$ cat config.mk
export PLATFORM = sky130hd
export DESIGN_NAME = alu_input_sequencer
export DESIGN_NICKNAME = d
export VERILOG_FILES = /design/src/rtl/alu_pkg.sv /design/src/rtl/btn_edge_sync.sv /design/src/rtl/alu_input_sequencer.sv
export SDC_FILE = /design/constraint.sdc
export NUM_CORES = 1
export LEC_CHECK = 0
export BUFFER_PORTS_ARGS = -buffer_cell sky130_fd_sc_hd__clkbuf_2
export CAP_MARGIN = 15
export CORE_AREA = 2 2 58 60
export CTS_BUF_LIST = sky130_fd_sc_hd__clkbuf_8
export CTS_CLUSTER_SIZE = 16
export DETAILED_ROUTE_END_ITERATION = 6
export DIE_AREA = 0 0 60 62
export PLACE_DENSITY = 0.86
export SLEW_MARGIN = 20
export SYNTH_ARGS = -nofsm -noshare
export SYNTH_HDL_FRONTEND = slang
export SYNTH_SLANG_ARGS = --single-unit
$ cat constraint.sdc
create_clock -name clk -period 2.1 [get_ports clk]
set_input_delay 0.42 -clock clk [delete_from_list [all_inputs] [get_ports clk]]
set_output_delay 0.42 -clock clk [all_outputs]
set_load 0.005 [all_outputs]
$ cat src/rtl/alu_pkg.sv
// Shared opcode/state types and the legality rule for the ALU input sequencer.
package alu_pkg;

   typedef enum logic [3:0] {
      OP_ADD = 4'd0,
      OP_SUB = 4'd1,
      OP_MUL = 4'd2,
      OP_DIV = 4'd3,
      OP_MOD = 4'd4,
      OP_AND = 4'd5,
      OP_OR  = 4'd6,
      OP_XOR = 4'd7,
      OP_SHL = 4'd8,
      OP_SHR = 4'd9
   } alu_op_t;

   typedef enum logic [2:0] {
      S_A    = 3'd0,
      S_B    = 3'd1,
      S_OP   = 3'd2,
      S_EXEC = 3'd3,
      S_SHOW = 3'd4
   } seq_state_t;

   localparam logic [3:0] OP_LAST = 4'd9;

   // Divide and modulo by zero are rejected along with undefined opcodes.
   function automatic logic op_is_legal(input logic [3:0] op, input logic b_is_zero);
      return (op <= OP_LAST) &&
             !(b_is_zero && ((op == OP_DIV) || (op == OP_MOD)));
   endfunction

endpackage

$ cat src/rtl/btn_edge_sync.sv
// Synchronises a raw push-button and emits a registered one-cycle pulse per press.
module btn_edge_sync #(
   parameter int SYNC_STAGES = 2
) (
   input  logic clk,
   input  logic rst,
   input  logic btn_raw,
   output logic pulse
);

   logic [SYNC_STAGES-1:0] sync_q, sync_d;
   logic                   prev_q, prev_d;
   logic                   pulse_q, pulse_d;

   always_comb begin
      sync_d[0] = btn_raw;
      for (int i = 1; i < SYNC_STAGES; i++) begin
         sync_d[i] = sync_q[i-1];
      end
      prev_d  = sync_q[SYNC_STAGES-1];
      pulse_d = sync_q[SYNC_STAGES-1] & ~prev_q;
   end

   // Reset loads "pressed" so a button already held through reset yields no pulse.
   always_ff @(posedge clk) begin
      if (rst) begin
         sync_q  <= '1;
         prev_q  <= 1'b1;
         pulse_q <= 1'b0;
      end else begin
         sync_q  <= sync_d;
         prev_q  <= prev_d;
         pulse_q <= pulse_d;
      end
   end

   assign pulse = pulse_q;

endmodule

$ cat src/rtl/alu_input_sequencer.sv
// Button-driven operand/opcode capture for the ALU with latched result and error display.
// state  | meaning
// S_A    | waiting for operand A press
// S_B    | waiting for operand B press
// S_OP   | waiting for opcode press
// S_EXEC | one settle cycle for the ALU on registered operands
// S_SHOW | result displayed until next press
module alu_input_sequencer
   import alu_pkg::*;
#(
   parameter int N           = 4,
   parameter int SYNC_STAGES = 2
) (
   input  logic           clk,
   input  logic           rst,
   input  logic [N-1:0]   sw_data,
   input  logic           btn_next,
   input  logic           btn_clear,
   output logic [N-1:0]   alu_a,
   output logic [N-1:0]   alu_b,
   output logic [3:0]     alu_op,
   input  logic [2*N-1:0] alu_result,
   input  logic [3:0]     alu_flags,
   output logic [2*N-1:0] result_q,
   output logic [3:0]     flags_q,
   output logic           result_valid,
   output logic           error,
   output logic [2:0]     stage
);

   logic next_pulse, clear_pulse;

   btn_edge_sync #(.SYNC_STAGES(SYNC_STAGES)) u_sync_next (
      .clk     (clk),
      .rst     (rst),
      .btn_raw (btn_next),
      .pulse   (next_pulse)
   );

   btn_edge_sync #(.SYNC_STAGES(SYNC_STAGES)) u_sync_clear (
      .clk     (clk),
      .rst     (rst),
      .btn_raw (btn_clear),
      .pulse   (clear_pulse)
   );

   seq_state_t     state_q, state_d;
   logic [N-1:0]   alu_a_q, alu_a_d;
   logic [N-1:0]   alu_b_q, alu_b_d;
   logic [3:0]     alu_op_q, alu_op_d;
   logic [2*N-1:0] res_q, res_d;
   logic [3:0]     flg_q, flg_d;
   logic           valid_q, valid_d;
   logic           error_q, error_d;

   always_ff @(posedge clk) begin
      if (rst) state_q <= S_A;
      else     state_q <= state_d;
   end

   always_comb begin
      state_d = state_q;
      case (state_q)
         S_A:     if (next_pulse) state_d = S_B;
         S_B:     if (next_pulse) state_d = S_OP;
         S_OP:    if (next_pulse) state_d = S_EXEC;
         S_EXEC:  state_d = S_SHOW;
         S_SHOW:  if (next_pulse) state_d = S_A;
         default: state_d = S_A;
      endcase
      if (clear_pulse) state_d = S_A;
   end

   always_comb begin
      alu_a_d  = alu_a_q;
      alu_b_d  = alu_b_q;
      alu_op_d = alu_op_q;
      res_d    = res_q;
      flg_d    = flg_q;
      valid_d  = valid_q;
      error_d  = error_q;
      case (state_q)
         S_A:  if (next_pulse) alu_a_d  = sw_data;
         S_B:  if (next_pulse) alu_b_d  = sw_data;
         S_OP: if (next_pulse) alu_op_d = sw_data[3:0];
         S_EXEC: begin
            if (op_is_legal(alu_op_q, alu_b_q == '0)) begin
               res_d   = alu_result;
               flg_d   = alu_flags;
               error_d = 1'b0;
            end else begin
               res_d   = '0;
               flg_d   = '0;
               error_d = 1'b1;
            end
            valid_d = 1'b1;
         end
         S_SHOW: if (next_pulse) valid_d = 1'b0;
         default: ;
      endcase
      if (clear_pulse) begin
         alu_a_d  = '0;
         alu_b_d  = '0;
         alu_op_d = '0;
         res_d    = '0;
         flg_d    = '0;
         valid_d  = 1'b0;
         error_d  = 1'b0;
      end
   end

   always_ff @(posedge clk) begin
      if (rst) begin
         alu_a_q  <= '0;
         alu_b_q  <= '0;
         alu_op_q <= '0;
         res_q    <= '0;
         flg_q    <= '0;
         valid_q  <= 1'b0;
         error_q  <= 1'b0;
      end else begin
         alu_a_q  <= alu_a_d;
         alu_b_q  <= alu_b_d;
         alu_op_q <= alu_op_d;
         res_q    <= res_d;
         flg_q    <= flg_d;
         valid_q  <= valid_d;
         error_q  <= error_d;
      end
   end

   assign alu_a        = alu_a_q;
   assign alu_b        = alu_b_q;
   assign alu_op       = alu_op_q;
   assign result_q     = res_q;
   assign flags_q      = flg_q;
   assign result_valid = valid_q;
   assign error        = error_q;
   assign stage        = state_q;

endmodule

==> qor.txt <==
outcome -> completed
fill count -> 305
Crit Reg-Reg Startpoint -> alu_op[3]
first-pass GRT wire length -> 4526 µm
PD cells -> 696.7 nW/µm²
Clk pwr share -> 0.385
actual slew at the worst max-slew pin -> 0.6215 ns
DR vias/cell -> 4.958
H-Tree Depth -> 2
Iter 0 DRT Violations -> 73
final hold slack -> 0.3147 ns
top cell type by total area after synthesis -> dfxtp_1
post-route ant nets -> 0
warnings from Yosys -> 0
Yosys top cell area share -> 0.5152
worst hold start -> btn_clear
Total GRT Usage -> 0.1659
FMAX -> 0.5728 GHz
crit path launch type -> register
DRC violation count after routing -> 0
Switch Pwr -> 0.0002551 W
min cycle time layout -> 1.746 ns
Avg Cell Area, Syn -> 9.847 µm²
syn nets -> 166
unrepaired setup endpoints after global routing -> false
cts bufs inserted -> 5
GP Congestion -> 0.7762
period utilization -> 0.8313
sequential share of power -> 0.572
DP Worst Slack -> 0.3973 ns
fin. max-slew vios -> 0
Distinct cells, synth -> 27
Port Buf Inserts -> 48
final setup violation count -> 0
Max Cap Violations -> 0
vias -> 1180
postcts setup bufs -> 0
clk slew on worst S/H paths -> 0.07 ns
hold path cells -> 2
slew margin rel. -> 0.5843
Setup Crit Path Kind -> register to register
first-pass iteration count of the detailed router -> 4
final worst-path setup slack -> 0.3543 ns
die area -> 3720 µm²
final hold vios -> 0
Initial Util -> 0.4522
Synth area leaders -> dfxtp_1, mux2i_1, o31ai_1, nand3_1, nand2_1
WL/cell -> 11.87 µm
Worst Setup End Kind -> register
die width -> 60 µm
Max rail drop VDD -> 0.4350 mV
n_diodes -> 0
CTS tree -> built
CTS Buffer Depth -> 2
initial antenna violation count -> 0
Critical Path Fanout Max -> 13
vias in the first global route -> 1037
R2R depth -> 3
critical path required time -> 2.33 ns
grt ovf -> 0
core footprint -> 3179 µm²
setup tns final -> 0 ns
clk_lat worst skew -> 0.28 ns
Critical R2R Capture -> error
Worst EP arrival -> 1.98 ns
Pleak -> 0.7347 nW
layout cells sized above 1 -> 0.3698
IO Pins -> 49
synthesized instance count -> 146
hpwl dp -> 2015 µm
Root Buffer -> clkbuf_8
Sink Count -> 37
Post-CTS Resized -> 0
combinational power share -> 0.042
clock skew -> 0.001301 ns
largest net degree at the start of global routing -> 26
Core Rows -> 21
Hold Path Class -> input port to register
register area share after synthesis -> 0.5152
hold_buf cts -> 0
area grow syn2layout -> 24.11%
Internal -> 0.0009881 W
setup slack, reg-to-reg -> 0.35 ns
Post-Syn Area -> 1438 µm²
total wire length -> 2825 µm
Die H -> 62 µm
Nets -> 212
Switching Share -> 0.2052
WHS Endpoint -> u_sync_clear.sync_q[0]
synthesized flop and latch total -> 37
## cell usage in the layout (no fill, tap or decap)
master and count:
nor2_1 14, a211oi_1 2, nand3_1 13, nor3b_1 3, nand3b_1 3, nor4b_2 1, or4_4 1, buf_4 4
o221a_2 1, or2_2 7, dfxtp_1 37, clkbuf_8 6, o21ai_0 2, nand2b_1 1, or3b_1 1, and3b_1 1
nor4bb_1 2, o31ai_1 10, a211oi_4 1, nor3_1 1, mux2i_1 12, nand2_1 14, inv_1 2, a21oi_1 3
o31ai_2 2, clkbuf_2 48
## sequential cells by signal, indices dropped and copies added, names as in the netlist
name	cells
u_sync_next.sync_q	2
stage	3
u_sync_next.prev_q	1
u_sync_next.pulse	1
flags_q	4
result_valid	1
alu_op	4
error	1
result_q	8
u_sync_clear.prev_q	1
u_sync_clear.pulse	1
alu_b	4
alu_a	4
u_sync_clear.sync_q	2
## power by group through the flow
stage / clock network (W) / registers (W) / logic [W]
2_1_floorplan: 0 / 0.000726 / 0.0000296
3_3_place_gp: 0 / 0.000727 / 0.0000535
3_5_place_dp: 0 / 0.000727 / 0.0000531
5_1_grt: 0.000518 / 0.000712 / 0.0000594
4_1_cts: 0.000494 / 0.000712 / 0.0000535
6_report: 0.000479 / 0.000712 / 0.0000528
## synthesized netlist by cell type, drive strengths merged
library cell and number:
o21ai 2, nand3b 3, or2 7, nor3 1
o31ai 12, nor2 14, nor3b 3, a21oi 3
or3b 1, nor4bb 2, nor4b 1, clkbuf 7
inv 1, dfxtp 37, or4 1, and3b 1
nand3 13, nand2 14, a211oi 3, nand2b 1
mux2i 12, buf 6, o221a 1
## metrics by stage
stage                     cell area (µm²)  std cells  total power, W  utilization
after floorplan                      1438        146       0.0007556            -
after global placement               1698        231       0.0007807       0.5340
after detailed placement             1698        231       0.0007805       0.5340
after CTS                            1784        238        0.001259       0.5612
after global routing                 1784        238        0.001289       0.5612
final                                1784        238        0.001243       0.5612
## kinds of logic (layout without fill, tap and decap cells)
group | Yosys count | count (layout) | share of synthesized area
DFF | 37 | 37 | 0.5152
buffers and inverters | 14 | 60 | 0.04960
muxes | 12 | 12 | 0.08355
and+or+nand+nor | 62 | 62 | 0.2324
AOI/OAI and AO/OA | 21 | 21 | 0.1192
## layout make-up
| class | instances | area [µm²] | area share |
|---|---|---|---|
| Sequential cell | 37 | 740.7 | 0.4151 |
| Multi-Input combinational cell | 95 | 625.6 | 0.3506 |
| Timing Repair Buffer | 52 | 270.3 | 0.1515 |
| Clock buffer | 6 | 82.58 | 0.04628 |
| Tap cell | 46 | 57.56 | 0.03226 |
| Clock inverter | 1 | 3.754 | 0.002104 |
| Inverter | 1 | 3.754 | 0.002104 |
## worst max-delay path, cell delays in order, from the launching register on
cell and delay (ns):
dfxtp_1 0.33, or4_4 0.55, a211oi_4 0.52, o221a_2 0.30
## worst max path at each step
| stage | startpoint | endpoint | slack [ns] |
|---|---|---|---|
| floorplan | alu_op[3] | flags_q[0] | 0.65 |
| global placement | alu_op[3] | error | 0.42 |
| detailed placement | alu_op[3] | error | 0.40 |
| CTS | alu_op[3] | error | 0.36 |
| global route | alu_op[3] | error | 0.28 |
| finish | alu_op[3] | error | 0.35 |
## per-layer routing
layer	track usage	vias to the layer above	part of all wire	wire, µm
li1	-	604	-	-
met1	0.2031	523	0.46	1296
met2	0.2516	46	0.43	1215
met3	0.05590	7	0.085	240
met4	0.1048	0	0.025	72
met5	0	-	0	0
Power figures use the tool's default switching activity.
